--- src/rtl/rename_ctrl.sv ---
// Rename sequencer: owns the physical-register free list, feeds the rename map table,
// and rewinds speculative allocation on flush.
module rename_ctrl #(
  parameter int unsigned NUM_PREGS = 64,
  parameter int unsigned NUM_AREGS = 32,
  parameter int unsigned FL_DEPTH  = NUM_PREGS - NUM_AREGS,
  parameter              tag       = "RenameCtrl"
) (
  input  logic                             clk,
  input  logic                             reset,
  input  logic                             stall,
  input  logic                             req_valid,
  input  logic [$clog2(NUM_AREGS)-1:0]     req_areg,
  output logic                             req_ready,
  output logic                             resp_valid,
  output logic [$clog2(NUM_PREGS)-1:0]     resp_preg,
  output logic [$clog2(NUM_AREGS)-1:0]     reg_to_map,
  output logic [$clog2(NUM_PREGS)-1:0]     new_mapping,
  output logic                             remap,
  output logic                             overwrite,
  input  logic [$clog2(NUM_PREGS)-1:0]     returned_mapping,
  input  logic                             return_map,
  output logic [$clog2(NUM_PREGS)-1:0]     old_preg,
  output logic                             old_valid,
  input  logic                             commit_alloc,
  input  logic                             commit_free,
  input  logic [$clog2(NUM_PREGS)-1:0]     commit_preg,
  input  logic                             flush,
  output logic [$clog2(FL_DEPTH):0]        fl_count,
  output logic                             err
);

  localparam int unsigned PW   = $clog2(NUM_PREGS);
  localparam int unsigned IW   = $clog2(FL_DEPTH);
  localparam int unsigned PTRW = IW + 1;

  typedef enum logic [1:0] {RUN, FLUSH, DRAIN} state_t;

  state_t            state, state_nxt;
  logic [PTRW-1:0]   head, tail, retire_head;
  logic [PTRW-1:0]   head_nxt, tail_nxt, retire_nxt;
  logic [PW-1:0]     fl [FL_DEPTH];
  logic              accept, pop, push, retire, err_set, full, take_old;
  logic [PW-1:0]     pop_tag;

  // Debug prefix has no hardware meaning; keep it referenced.
  logic unused_tag;
  assign unused_tag = ^tag;

  assign fl_count  = tail - head;
  assign full      = (fl_count == PTRW'(FL_DEPTH));
  assign req_ready = (state == RUN) && !stall && ((fl_count != '0) || (req_areg == '0));
  assign pop_tag   = fl[head[IW-1:0]];

  // Next-state, pointer updates and error detection.
  always_comb begin
    state_nxt  = state;
    head_nxt   = head;
    tail_nxt   = tail;
    retire_nxt = retire_head;
    accept     = req_valid && req_ready && !flush;
    pop        = accept && (req_areg != '0);
    push       = commit_free && !full;
    retire     = commit_alloc && (retire_head != head);
    err_set    = (commit_free && full) || (commit_alloc && (retire_head == head));
    take_old   = 1'b0;
    if (retire) retire_nxt = retire_head + PTRW'(1);
    if (push)   tail_nxt   = tail + PTRW'(1);
    if (pop)    head_nxt   = head + PTRW'(1);
    unique case (state)
      RUN: begin
        if (flush) state_nxt = FLUSH;
      end
      FLUSH: begin
        head_nxt  = retire_nxt;
        state_nxt = flush ? FLUSH : DRAIN;
      end
      DRAIN: begin
        state_nxt = flush ? FLUSH : RUN;
      end
      default: state_nxt = RUN;
    endcase
    take_old = return_map && (state == RUN) && (state_nxt == RUN);
  end

  // FSM state register.
  always_ff @(posedge clk or negedge reset) begin
    if (!reset)      state <= RUN;
    else if (!stall) state <= state_nxt;
  end

  // Pointers, free-list storage and registered outputs.
  always_ff @(posedge clk or negedge reset) begin
    if (!reset) begin
      head        <= '0;
      retire_head <= '0;
      tail        <= PTRW'(FL_DEPTH);
      for (int i = 0; i < int'(FL_DEPTH); i++) fl[i] <= PW'(NUM_AREGS + i);
      resp_valid  <= 1'b0;
      resp_preg   <= '0;
      reg_to_map  <= '0;
      new_mapping <= '0;
      remap       <= 1'b0;
      overwrite   <= 1'b0;
      old_valid   <= 1'b0;
      old_preg    <= '0;
      err         <= 1'b0;
    end else if (!stall) begin
      head        <= head_nxt;
      tail        <= tail_nxt;
      retire_head <= retire_nxt;
      if (push) fl[tail[IW-1:0]] <= commit_preg;
      resp_valid  <= accept;
      remap       <= pop;
      resp_preg   <= pop ? pop_tag : '0;
      new_mapping <= pop ? pop_tag : '0;
      reg_to_map  <= pop ? req_areg : '0;
      overwrite   <= (state_nxt == FLUSH);
      old_valid   <= take_old;
      old_preg    <= take_old ? returned_mapping : '0;
      err         <= err | err_set;
    end
  end

endmodule

--- config.mk ---
export PLATFORM = sky130hd
export DESIGN_NAME = rename_ctrl
export DESIGN_NICKNAME = d
export VERILOG_FILES = /design/src/rtl/rename_ctrl.sv
export SDC_FILE = /design/constraint.sdc
export NUM_CORES = 1
export LEC_CHECK = 0
export CELL_PAD_IN_SITES_DETAIL_PLACEMENT = 1
export CELL_PAD_IN_SITES_GLOBAL_PLACEMENT = 1
export CORE_MARGIN = 4
export CORE_UTILIZATION = 45
export CTS_CLUSTER_SIZE = 24
export DETAILED_ROUTE_END_ITERATION = 16
export PLACE_DENSITY_LB_ADDON = 0.15
export SLEW_MARGIN = 20
export SYNTH_ARGS = -nofsm -noshare
export SYNTH_HDL_FRONTEND = slang
export SYNTH_SLANG_ARGS = --single-unit
--- constraint.sdc ---
create_clock -name clk -period 5.25 [get_ports clk]
set_input_delay 1.05 -clock clk [delete_from_list [all_inputs] [get_ports clk]]
set_output_delay 1.05 -clock clk [all_outputs]
set_load 0.05 [all_outputs]
==> Flow_metrics.wiki <==
{| class="wikitable"
! Metric !! Value
|-
| Result of the run || complete, no violations
|-
| Count of routing violations after the opening detailed-route iteration || 362
|-
| Post-synth EDFFs || 0
|-
| Clock root buffer || clkbuf_16
|-
| CP arrival || 3.86 ns
|-
| Standard cell core area || 25300 sq um
|-
| Worst-path cell with the longest stage delay || clkdlybuf4s50_1
|-
| Final setup violation count || 0
|-
| Buffer levels on the longest clock path || 3
|-
| 1st-pass router iterations || 4
|-
| Share of layout cells above drive strength 1 || 56.2%
|-
| Startpoint type of the worst setup path || register
|-
| Simple-gate area share of the yosys netlist || 7.57%
|-
| Worst Setup Path Type || register to output pin
|-
| Hold-fix buffer count after cts || 0
|-
| Initial antenna violation count || 0
|-
| Count of cells resized by post-cts repair || 0
|-
| Layout-stage area growth over the synthesis result || 15.1%
|-
| Area of all placed cells without fillers || 13300 sq um
|-
| Sort of element at the end of the critical path || output pin
|-
| Global placer's final weighted congestion || 0.840
|-
| Area taken by flip-flops and latches || 6000 sq um
|-
| Mux cell area share after synthesis || 30.7%
|-
| Number of buffers inserted during clock tree synthesis || 27
|-
| Wire length of the first global-routing pass || 44500 um
|-
| Mapped Cells || 768
|-
| Arithmetic-cell share of the synthesized area counting full adders, half adders and majority gates || 1.36%
|-
| Highest clock rate || 0.204 GHz
|-
| Clk sinks || 234
|-
| Compound-gate portion of the synthesized area || 4.07%
|-
| Crit path cell chain || clkinv_1, ha_1, or3_1, o32ai_1, nor2_1, and3b_1, nor4_1, clkdlybuf4s50_1
|-
| Detail-routed via count per cell || 5.70
|-
| Number of different library cells in the post-synthesis netlist || 63
|-
| Ant diodes || 0
|-
| Transition time of the tightest slew-check pin || 0.949 ns
|-
| Rel. slew slack || 36.8%
|-
| Post-CTS Setup Inserts || 0
|-
| # rows || 58
|-
| Synth Area per Inst || 15.1 sq um
|-
| Area of the mapped netlist || 11600 sq um
|-
| Critical Path Max Stage Delay || 0.86 ns
|-
| Synthesized net count || 805
|-
| Final Critical Period || 4.91 ns
|-
| Number of nets in the layout || 852
|-
| Aggregate negative setup slack || 0 ns
|-
| PwrDens || 586 nW/um^2
|-
| Vias in the first global route || 7506
|-
| Vias || 6641
|-
| CTS tree || built
|-
| Post-route ant nets || 0
|-
| XOR/XNOR Fraction of Synth Area || 1.88%
|-
| Total Routed Length || 28100 um
|-
| Initial Util || 45.8%
|-
| Area used by multi-input combinational logic || 5280 sq um
|-
| Max cap viols || 0
|-
| Worst IR drop on VDD || 0.409 mV
|-
| Remaining global-route overflow || 0
|-
| # IOs || 60
|-
| Period utilization || 93.6%
|-
| Maximum number of pins on one net before global-route repair || 126
|-
| DRC || 0
|-
| Yosys Warn Count || 0
|-
| Seq cells post-synth || 234
|-
| Die span in x || 168 um
|-
| Routed len/inst || 24.1 um
|-
| Async set or reset register ratio after synthesis || 100%
|-
| Area after DPL || 12400 sq um
|-
| Largest family of logic cells by synthesized area || multiplexers
|-
| Die area || 28300 sq um
|-
| Overall Global Routing Usage || 19.9%
|-
| Maximum net fanout on the critical path || 11
|-
| RSZ-0062 raised after global routing || no
|-
| Clock Skews || 0.00924 ns
|-
| Share of synthesized area occupied by flip-flops and latches || 51.8%
|-
| Path class of the lowest-slack min-delay path || register to register
|-
| Die extent in y || 168 um
|-
| Final HPWL from detailed placement || 18500 um
|-
| Final-report max-slew violation count || 0
|-
| Most common flop cell mapped by yosys || dfrtp_1
|-
| Fill cells || 2418
|-
| Number of port buffers || 59
|-
| CTS H-Tree Depth || 1
|-
| Later-pin clock latency in the skew report || 0.53 ns
|-
| Clock transition at the registers of the reported paths || 0.06 ns
|-
| Required time of the critical path || 4.20 ns
|-
| Leakage component of the power || 5.61 nW
|-
| Final hold violations || 0
|}
layout by cell type, fill, tap and decap left out, drive strengths merged, types with 7 or more instances in the layout:
| cell type | count |
|---|---|
| o21ai | 7 |
| nor2 | 50 |
| inv | 10 |
| nand2 | 32 |
| ha | 11 |
| mux4 | 60 |
| clkbuf | 43 |
| buf | 16 |
| nand3 | 11 |
| clkdlybuf4s50 | 54 |
| xnor2 | 15 |
| a22o | 19 |
| xor2 | 9 |
| mux2 | 194 |
| dfstp | 113 |
| dfrtp | 121 |
flip-flops by register name (all words and copies together) (netlist names):
name         flops
head             6
state            2
overwrite        1
old_preg         6
reg_to_map       5
fl             192
err              1
tail             6
old_valid        1
new_mapping      6
remap            1
retire_head      6
resp_valid       1
worst max-delay path, delay by kind of cell (launching register included):
family	cells	cell delay [ns]
flops	1	0.58
fa+ha+maj	1	0.33
simple gates	4	0.99
compound gates	1	0.27
buf+inv	2	1.17
kinds of logic (layout without fill, tap and decap cells):
kind of cell | count (synthesis) | after routing
XOR/XNOR | 24 | 24
flip-flops | 234 | 234
AO/OA/AOI/OAI | 57 | 57
adder cells (fa/ha/maj) | 12 | 12
AND/OR/NAND/NOR | 122 | 122
multiplexers | 256 | 256
buffers and inverters | 63 | 131
cells in the mapped netlist, types with 6 or more instances:
library cell / number / area (sq um)
dfstp_2: 113 / 2970
dfrtp_1: 121 / 3030
buf_4: 9 / 67.6
mux4_2: 60 / 1350
clkbuf_1: 34 / 128
inv_1: 9 / 33.8
ha_1: 11 / 138
nor2_4: 26 / 293
nand3_1: 8 / 40.0
o21ai_0: 6 / 30.0
xor2_1: 8 / 70.1
nor2_1: 19 / 71.3
mux2_2: 193 / 2170
a22o_1: 19 / 166
nand2_1: 32 / 120
xnor2_1: 15 / 131
path summary, 6_finish.rpt:
| check | startpoint | end | slack (ns) | depth (start not counted) |
|---|---|---|---|---|
| setup / recovery | head[3]$_DFFE_PN0P_ | req_ready | 0.34 | 8 |
| hold / removal | remap$_DFFE_PN0N_ | remap$_DFFE_PN0N_ | 0.49 | 1 |
| max in group asynchronous | reset | fl[119]$_DFFE_PN1P_ | 3.49 | 2 |
| hold reg to reg | remap$_DFFE_PN0N_ | remap$_DFFE_PN0N_ | 0.49 | 1 |
| setup reg to reg | head[3]$_DFFE_PN0P_ | fl[147]$_DFFE_PN0P_ | 1.29 | 9 |
| min in group asynchronous | reset | fl[148]$_DFFE_PN0P_ | 0.63 | 1 |
power by group:
part / internal [W] / leakage [nW] / switching, W
sequential: 0.00251 / 2.77 / 0.000376
clock: 0.00119 / 0.452 / 0.000724
combinational: 0.00136 / 2.39 / 0.00165
total: 0.00506 / 5.61 / 0.00275
stage by stage:
stage	total power (W)	std cells	worst slack, ns	util, %	hold WS (ns)
4_1_cts	0.00791	1166	0.319	52.8	0.494
3_3_place_gp	0.00580	1116	0.719	49.2	0.464
3_5_place_dp	0.00595	1116	0.670	49.2	0.480
5_1_grt	0.00824	1166	0.0867	52.8	0.511
6_report	0.00781	1166	0.336	52.8	0.488
2_1_floorplan	0.00504	768	0.479	-	0.475
metal layers:
metal | global-route usage [%] | up-vias | routed length, um
li1 | - | 2917 | -
met1 | 27.5 | 3525 | 12500
met2 | 32.7 | 145 | 13600
met3 | 3.73 | 54 | 1300
met4 | 5.47 | 0 | 648
met5 | 0 | - | 0
cell type report:
| type | count | area share (%) |
|---|---|---|
| clock buffers | 43 | 6.05 |
| clock inverters | 7 | 0.855 |
| inverters | 11 | 0.310 |
| multi-input cells | 471 | 39.6 |
| flip-flops and latches | 234 | 45.0 |
| well taps | 330 | 3.10 |
| repair buffers | 70 | 5.03 |
Power figures use the tool's default switching activity.
